### src/rtl/opb_register_simulink2ppc_sc_pkg.sv
// Shared definitions for the simulink2ppc return-path OPB register slave:
// register word indices, STATUS bit layout and the bus-side FSM state type.
package opb_register_simulink2ppc_sc_pkg;

  localparam int unsigned DATA_WORD   = 0;
  localparam int unsigned STATUS_WORD = 1;

  localparam int unsigned ST_NEW_DATA_BIT = 0;
  localparam int unsigned ST_OVERRUN_BIT  = 1;
  localparam int unsigned ST_COUNT_LSB    = 16;
  localparam int unsigned ST_COUNT_W      = 16;

  typedef enum logic {
    S_IDLE,
    S_ACK
  } fsm_state_e;

  typedef enum logic [1:0] {
    SEL_DATA,
    SEL_STATUS,
    SEL_NONE
  } word_sel_e;

  function automatic logic [31:0] pack_status(input logic [ST_COUNT_W-1:0] count,
                                              input logic overrun,
                                              input logic new_data);
    logic [31:0] v;
    v = '0;
    v[ST_COUNT_LSB +: ST_COUNT_W] = count;
    v[ST_OVERRUN_BIT]             = overrun;
    v[ST_NEW_DATA_BIT]            = new_data;
    return v;
  endfunction

endpackage

### src/rtl/opb_register_simulink2ppc_sc_ack.sv
// Address decode plus IDLE/ACK sequencing for a single-beat OPB slave.
// Strobes are combinational and mark the IDLE->ACK edge on which side effects commit.
module opb_slave_ack_fsm
  import opb_register_simulink2ppc_sc_pkg::*;
#(
  parameter logic [31:0] C_BASEADDR = 32'h0106_0400,
  parameter logic [31:0] C_HIGHADDR = 32'h0106_04FF
) (
  input  logic        clk,
  input  logic        rst_n,
  input  logic [31:0] i_abus,
  input  logic        i_rnw,
  input  logic        i_select,
  output logic        o_ack,
  output logic        o_rd_strobe,
  output logic        o_wr_strobe,
  output word_sel_e   o_word_sel
);

  localparam logic [31:0] C_MASK = C_HIGHADDR - C_BASEADDR;

  fsm_state_e  r_state;
  fsm_state_e  w_next;
  logic        w_hit;
  logic [31:0] w_word_idx;

  assign w_hit      = (i_abus & ~C_MASK) == C_BASEADDR;
  // Byte-lane bits are dropped: any byte address inside a word selects that word.
  assign w_word_idx = (i_abus & C_MASK) >> 2;

  always_comb begin
    o_word_sel = SEL_NONE;
    if (w_word_idx == 32'(DATA_WORD))        o_word_sel = SEL_DATA;
    else if (w_word_idx == 32'(STATUS_WORD)) o_word_sel = SEL_STATUS;
  end

  always_ff @(posedge clk or negedge rst_n) begin
    // NOTE: state elements use non-blocking assignment so every flop samples pre-edge values.
    if (!rst_n) r_state <= S_IDLE;
    else        r_state <= w_next;
  end

  always_comb begin
    // NOTE: every output gets a default first, so no path leaves a latch behind.
    w_next      = r_state;
    o_ack       = 1'b0;
    o_rd_strobe = 1'b0;
    o_wr_strobe = 1'b0;
    case (r_state)
      S_IDLE: begin
        if (i_select && w_hit) begin
          w_next      = S_ACK;
          o_rd_strobe = i_rnw;
          o_wr_strobe = ~i_rnw;
        end
      end
      S_ACK: begin
        o_ack  = 1'b1;
        w_next = S_IDLE;
      end
      default: w_next = S_IDLE;
    endcase
  end

endmodule

### src/rtl/opb_register_simulink2ppc_sc.sv
// OPB slave returning a fabric-captured snapshot word (DATA) and a sticky STATUS
// word {count, overrun, new_data} to the PowerPC, all on the single OPB clock.
module opb_register_simulink2ppc_sc
  import opb_register_simulink2ppc_sc_pkg::*;
#(
  parameter logic [31:0] C_BASEADDR   = 32'h0106_0400,
  parameter logic [31:0] C_HIGHADDR   = 32'h0106_04FF,
  parameter int          C_OPB_AWIDTH = 32,
  parameter int          C_OPB_DWIDTH = 32,
  parameter string       C_FAMILY     = "virtex5"
) (
  input  logic                    OPB_Clk,
  input  logic                    OPB_Rst_n,
  input  logic [0:C_OPB_AWIDTH-1] OPB_ABus,
  input  logic [0:3]              OPB_BE,
  input  logic [0:C_OPB_DWIDTH-1] OPB_DBus,
  input  logic                    OPB_RNW,
  input  logic                    OPB_select,
  input  logic                    OPB_seqAddr,
  output logic [0:C_OPB_DWIDTH-1] Sl_DBus,
  output logic                    Sl_xferAck,
  output logic                    Sl_errAck,
  output logic                    Sl_retry,
  output logic                    Sl_toutSup,
  input  logic [31:0]             user_data_in,
  input  logic                    user_data_valid
);

  logic                    w_rd_strobe;
  logic                    w_wr_strobe;
  word_sel_e               w_word_sel;
  logic                    w_clr_data;
  logic                    w_clr_count;
  logic [31:0]             w_rd_value;
  logic                    w_unused;

  logic [31:0]             r_data;
  logic [ST_COUNT_W-1:0]   r_count;
  logic                    r_new_data;
  logic                    r_overrun;
  logic [0:C_OPB_DWIDTH-1] r_sl_dbus;

  opb_slave_ack_fsm #(
    .C_BASEADDR (C_BASEADDR),
    .C_HIGHADDR (C_HIGHADDR)
  ) u_ack_fsm (
    .clk         (OPB_Clk),
    .rst_n       (OPB_Rst_n),
    .i_abus      (OPB_ABus),
    .i_rnw       (OPB_RNW),
    .i_select    (OPB_select),
    .o_ack       (Sl_xferAck),
    .o_rd_strobe (w_rd_strobe),
    .o_wr_strobe (w_wr_strobe),
    .o_word_sel  (w_word_sel)
  );

  assign w_clr_data  = w_rd_strobe && (w_word_sel == SEL_DATA);
  assign w_clr_count = w_wr_strobe && (w_word_sel == SEL_STATUS);

  always_comb begin
    w_rd_value = '0;
    case (w_word_sel)
      SEL_DATA:   w_rd_value = r_data;
      SEL_STATUS: w_rd_value = pack_status(r_count, r_overrun, r_new_data);
      default:    w_rd_value = '0;
    endcase
  end

  // Capture set wins over a same-cycle read clear; overrun only arms when the
  // previous word is still unread after this edge.
  always_ff @(posedge OPB_Clk or negedge OPB_Rst_n) begin
    // NOTE: every register here is a plain flop with a defined reset value; there is no RAM to leave unreset.
    if (!OPB_Rst_n) begin
      r_data     <= '0;
      r_count    <= '0;
      r_new_data <= 1'b0;
      r_overrun  <= 1'b0;
    end else begin
      if (user_data_valid) r_data <= user_data_in;

      if (user_data_valid)  r_count <= w_clr_count ? ST_COUNT_W'(1) : r_count + 1'b1;
      else if (w_clr_count) r_count <= '0;

      if (user_data_valid) r_new_data <= 1'b1;
      else if (w_clr_data) r_new_data <= 1'b0;

      if (user_data_valid && r_new_data && !w_clr_data) r_overrun <= 1'b1;
      else if (w_clr_data)                              r_overrun <= 1'b0;
    end
  end

  // A [31:0] value assigned to a [0:31] bus lands MSB-first, which is the OPB bit order.
  always_ff @(posedge OPB_Clk or negedge OPB_Rst_n) begin
    if (!OPB_Rst_n)       r_sl_dbus <= '0;
    else if (w_rd_strobe) r_sl_dbus <= C_OPB_DWIDTH'(w_rd_value);
    else                  r_sl_dbus <= '0;
  end

  assign Sl_DBus    = r_sl_dbus;
  assign Sl_errAck  = 1'b0;
  assign Sl_retry   = 1'b0;
  assign Sl_toutSup = 1'b0;

  assign w_unused = ^{OPB_BE, OPB_DBus, OPB_seqAddr, (C_FAMILY == "virtex5")};

endmodule

### config.mk
export PLATFORM = sky130hd
export DESIGN_NAME = opb_register_simulink2ppc_sc
export DESIGN_NICKNAME = d
export VERILOG_FILES = /design/src/rtl/opb_register_simulink2ppc_sc_pkg.sv /design/src/rtl/opb_register_simulink2ppc_sc_ack.sv /design/src/rtl/opb_register_simulink2ppc_sc.sv
export SDC_FILE = /design/constraint.sdc
export NUM_CORES = 1
export LEC_CHECK = 0
export CELL_PAD_IN_SITES_DETAIL_PLACEMENT = 0
export CELL_PAD_IN_SITES_GLOBAL_PLACEMENT = 1
export CORE_MARGIN = 2
export CORE_UTILIZATION = 33
export DETAILED_ROUTE_END_ITERATION = 12
export HOLD_SLACK_MARGIN = 0.08
export PLACE_DENSITY_LB_ADDON = 0.1
export SLEW_MARGIN = 20
export SYNTH_ARGS = -nofsm -noshare
export SYNTH_HDL_FRONTEND = slang
export SYNTH_SLANG_ARGS = --single-unit
export TNS_END_PERCENT = 5
### constraint.sdc
create_clock -name OPB_Clk -period 1.96 [get_ports OPB_Clk]
set_input_delay 0.392 -clock OPB_Clk [delete_from_list [all_inputs] [get_ports OPB_Clk]]
set_output_delay 0.392 -clock OPB_Clk [all_outputs]
set_load 0.005 [all_outputs]
# Yosys cells after proc, flatten, opt, wreduce, memory -nomap -nowiden
# Index checks and enable logic that the tools add are counted.
[classes]
shift = 0
n_lt_le_gt_ge = 0
addsub = 1
mux = 17
n_div = 0
mul = 0
reduce_logical = 11
eq_ne = 3
bitwise_logic = 2
[ops]
columns = ["operator", "n"]
rows = [
  ["$pmux W32 S2", 1],
  ["$mux W16", 3],
  ["$logic_not A32 Y1", 1],
  ["$mux W32", 1],
  ["$eq A24 B17 Y1 const B", 1],
  ["$add A16 B1 Y16 const B", 1],
  ["$mux W1", 9],
  ["$eq A6 B1 Y1 const B", 1],
  ["$reduce_bool A2 Y1", 3],
  ["$logic_and A1 B1 Y1", 5],
  ["$mux W2", 2],
  ["$eq A2 B1 Y1 const B", 1],
  ["$logic_not A2 Y1", 1],
  ["$not A1 Y1", 2],
  ["$pmux W1 S2", 1],
  ["$logic_not A1 Y1", 1],
]
[word_totals]
latchBits = 0
memories = 0
ram_bits = 0
inputBits = 106
rom_bits = 0
ff_bits = 83

# Longest topological paths before layout
[depth]
ltp_word = 8
depth_mapped = 6
ltp_nobuf = 5

# Modules after synthesis
# A second synthesis with hierarchy kept.
[unflattened]
cells_unflattened = 249
hier_area_um2 = 3324.4
[modules_own_cells]
columns = ["mod", "instances", "seq_area_each_um2", "area_each_um2", "cells_per_inst"]
rows = [
  ["opb_register_simulink2ppc_sc", 1, 2052.0, 3191.8, 231],
  ["opb_slave_ack_fsm", 1, 25.0, 132.6, 18],
]

# Worst setup path after synthesis
# OpenSTA, ideal clock, no wires.
[synth_timing]
kind = "reg-to-reg"
from = "reg u_ack_fsm.r_state"
to = "reg r_sl_dbus (netlist bit Sl_DBus[10])"
synth_period_minus_slack_ns = 1.825
required_time_ns = 1.887
stages_incl_launch_ff = 7
t_arrival_ns = 1.752
setup_time_ns = 0.073
slack_ns = 0.135
path_cell_list = "dfrtp_1 -> nor4b_2 -> nand4_2 -> or4_1 -> buf_2 -> buf_6 -> nor2_1"
[synth_between]
elab_chain_cells = 2
[synth_rtl]
columns = ["element", "line_no", "source"]
rows = [
  ["from (decl)", "opb_register_simulink2ppc_sc_ack.sv:22", "fsm_state_e r_state;"],
  ["from (signal assigned)", "opb_register_simulink2ppc_sc_ack.sv:40", "else r_state <= w_next;"],
  ["$mux W1", "opb_register_simulink2ppc_sc_ack.sv:49", "case (r_state)"],
  ["$mux W32", "opb_register_simulink2ppc_sc.sv:96", "else if (w_rd_strobe) r_sl_dbus <= C_OPB_DWIDTH'(w_rd_value);"],
  ["to (signal assigned)", "opb_register_simulink2ppc_sc.sv:96", ""],
  ["to (decl)", "opb_register_simulink2ppc_sc.sv:41", "logic [0:C_OPB_DWIDTH-1] r_sl_dbus;"],
]
# Every way passes these cells.
# A chain may end at the register's enable or synchronous reset.

# Final worst setup path
[layout_timing]
from = "in OPB_ABus[17] (netlist bit)"
to = "reg r_sl_dbus (netlist bit Sl_DBus[11])"
[layout_between]
elab_chain_cells = 5
[layout_rtl]
columns = ["element", "line_no", "source"]
rows = [
  ["from (decl)", "opb_register_simulink2ppc_sc.sv:14", "input logic [0:C_OPB_AWIDTH-1] OPB_ABus,"],
  ["$eq A24 B17 Y1", "opb_register_simulink2ppc_sc_ack.sv:27", "assign w_hit = (i_abus & ~C_MASK) == C_BASEADDR;"],
  ["$logic_and A1 B1 Y1", "opb_register_simulink2ppc_sc_ack.sv:51", "if (i_select && w_hit) begin"],
  ["$mux W1", "opb_register_simulink2ppc_sc_ack.sv:51", ""],
  ["$mux W1", "opb_register_simulink2ppc_sc_ack.sv:49", ""],
  ["$mux W32", "opb_register_simulink2ppc_sc.sv:96", ""],
]
# Every way passes these cells.

==> reports/qor.yml <==
clockRootBuffer: "clkbuf_8"
yosysTopAreaCell: "dfrtp_1"
grt_pass1_vias: 2320
cts_buffer_depth: 2
drt_iter0_markers: 75
io_buffers: 99
rsz0062_at_grt: "no"
drtAntennaViolNets: 0
cts_setup_buffers: 0
synth_warnings: 0
antenna_found_initial: 0
irDropWorstVdd_uv: 514.1
run_status: "complete, no violations"
maxCapViolCount: 0
syn_avg_cell_area_um2: 12.95
fmax_ghz: 0.5357
ioPinCount: 142
dieHeight_um: 105.0
end_kind: "register"
place_hpwl_um: 5100
wirelength_um: 7166
power_switching_uw: 956.5
whs_ps: 479.8
initial_core_util_pct: 34.29
ys_ff_latch: 83
pwr-share-seq_pct: 53.0
yosysUniqueCellTypes: 34
ys.flop_type: "dfrtp_1"
grt_overflow: 0
post_drt_wl_per_cell_um: 14.00
setup_slack_ps: 93.18
min-delay-start: "r_data[13]"
grt_pass1_wl_um: 11820
cts_tree: "yes"
layout-drive-gt1-share_pct: 19.00
yosysTopAreaCellShare_pct: 61.69
nNetsFinal: 481
pwr-share-comb_pct: 13.5
setup_viol: 0
synth-seq-area-share_pct: 61.69
worst_ep_arrival_time_ps: 2150
rows: 36
mostFrequentLayoutCell: "clkdlybuf4s50_1"
hold_viol_final: 0
drv_slew: 0
period_share_pct: 95.25
clkSlewWorstSetupHoldPaths_ps: 80
syn_area_um2: 3367
coreArea_um2: 9819
multi_input_area_um2: 1226
min-delay-path-class: "reg2reg"
grt_usage_pct: 13.78
fin_crit_ps: 1867
leakage_uw: 0.002095
globalplace.congestion: 0.7734
crit_path_start: "OPB_ABus[17]"
die-area_um2: 11030
post-place-ws_ps: -322.6
synth_edf_count: 0
htree_levels: 3
p_per_area_nw_per_um2: 771.7
nFillCells: 961
vias: 2288
clk_latency_ps: 360
crit_fanout: 9
cts_buffers: 9
switching_share_pct: 25.84
n_antenna_cell: 0
path_class: "in2reg"
required_ps: 2240
mostFrequentLayoutCells: "97 x clkdlybuf4s50_1, 83 x dfrtp_1, 36 x nor2_1"
fin_worst_skew_ps: 10.18
critPathLaunchType: "input port"
viasPerCell: 4.469
drc_errors: 0
dieWidth_um: 105.0
regToRegStartpoint: "u_ack_fsm.r_state"
yosys-top-cells-area: "dfrtp_1 62%, mux2_2 11%, mux2i_1 5.6%, nor2_1 4.0%, and2_1 2.6%"
seq_area_um2: 2077
grt_max_degree: 34
firstDrtPassIters: 4
syn2layout_area_growth_pct: 42.47
synthCells: 260
synthArstFlopShare_pct: 100.0
clock-sinks: 83
intPower_uw: 2746
clkPwrFrac_pct: 33.4
-- final cells by class --
cell class	count	share of cell area, %
clock inverter	7	1.539
timing repair buffer	115	23.32
multi-input combinational	162	25.56
tap	133	3.469
inverter	3	0.2347
clock buffer	9	2.582
sequential	83	43.30
-- per-layer routing --
layer  up-vias  GRT usage, %  share of wire [%]
met5         -             0                  0
met4         0         5.619                1.2
met3         8         4.866                7.2
met2        67         21.24                 45
met1      1103         17.64                 47
li1       1110             -                  -
-- path summary, 6_finish.rpt --
kind | cells past startpoint | slack [ps] | endpoint
setup / recovery | 6 | 90 | Sl_DBus[11]
hold / removal | 1 | 480 | Sl_DBus[18]
setup reg to reg | 5 | 190 | Sl_DBus[11]
hold reg to reg | 1 | 480 | Sl_DBus[18]
max in group asynchronous | 3 | 820 | Sl_DBus[0]
min in group asynchronous | 2 | 510 | Sl_DBus[29]
-- critical path, stage by stage --
cell             delay [ps]
clkdlybuf4s50_1         440
nor4b_4                 300
nand4_2                 130
or4_1                   560
buf_4                   200
nor2_1                  120
-- registers in the layout, summed over array words and instances, names as in the netlist --
| name | flops |
|---|---|
| r_count | 16 |
| Sl_DBus | 32 |
| u_ack_fsm.r_state | 1 |
| r_new_data | 1 |
| r_overrun | 1 |
| r_data | 32 |
-- synth_stat cells (2+ instances only) --
library cell  number
mux2_2            32
nand4_1            4
dfrtp_1           83
nor2_1            36
and2_1            14
a21oi_1            3
o21ai_0            2
nor4_2             2
and3_1             2
nor4_1             4
nor4b_2            2
nor3_1             3
mux2i_1           19
buf_2              3
buf_4              3
clkbuf_1           7
xor2_1             6
xnor2_1            7
nand3_1            4
inv_1              3
nand2_1            7
or3_1              2
-- power groups by stage --
stage,combinational [µW],clock [µW],sequential (µW)
3_3_place_gp,497,0,1990
2_1_floorplan,283,0,1960
6_report,502,1240,1960
5_1_grt,559,1370,1990
3_5_place_dp,506,0,2000
4_1_cts,510,1280,1960
-- metrics by stage --
step / setup TNS [ps] / instance area (µm²) / instances / utilization (%) / total power, µW
final: 0 / 4797 / 512 / 48.85 / 3702
after global routing: 0 / 4797 / 512 / 48.85 / 3916
after CTS: 0 / 4782 / 512 / 48.70 / 3755
after detailed placement: -13740 / 4574 / 495 / 46.59 / 2504
after global placement: -13470 / 4574 / 495 / 46.59 / 2492
after floorplan: 0 / 3374 / 262 / - / 2247
-- cell families (layout without fill, tap and decap cells) --
kind of cell / Yosys count / after routing / synth area share (%)
AO/OA/AOI/OAI: 7 / 7 / 1.226
XOR/XNOR: 13 / 13 / 3.382
AND/OR/NAND/NOR: 87 / 87 / 14.31
other: 1 / 3 / 0.1114
buffers and inverters: 17 / 134 / 2.564
adder cells (fa/ha/maj): 1 / 1 / 0.3715
multiplexers: 51 / 51 / 16.35
flip-flops: 83 / 83 / 61.69
-- timing repair --
item                       in CTS  in global routing
gates resized for setup         0                  2
hold endpoints to repair       28                  0
hold buffers                    1                  0
setup endpoints to repair       0                 25
Power figures use the tool's default switching activity.
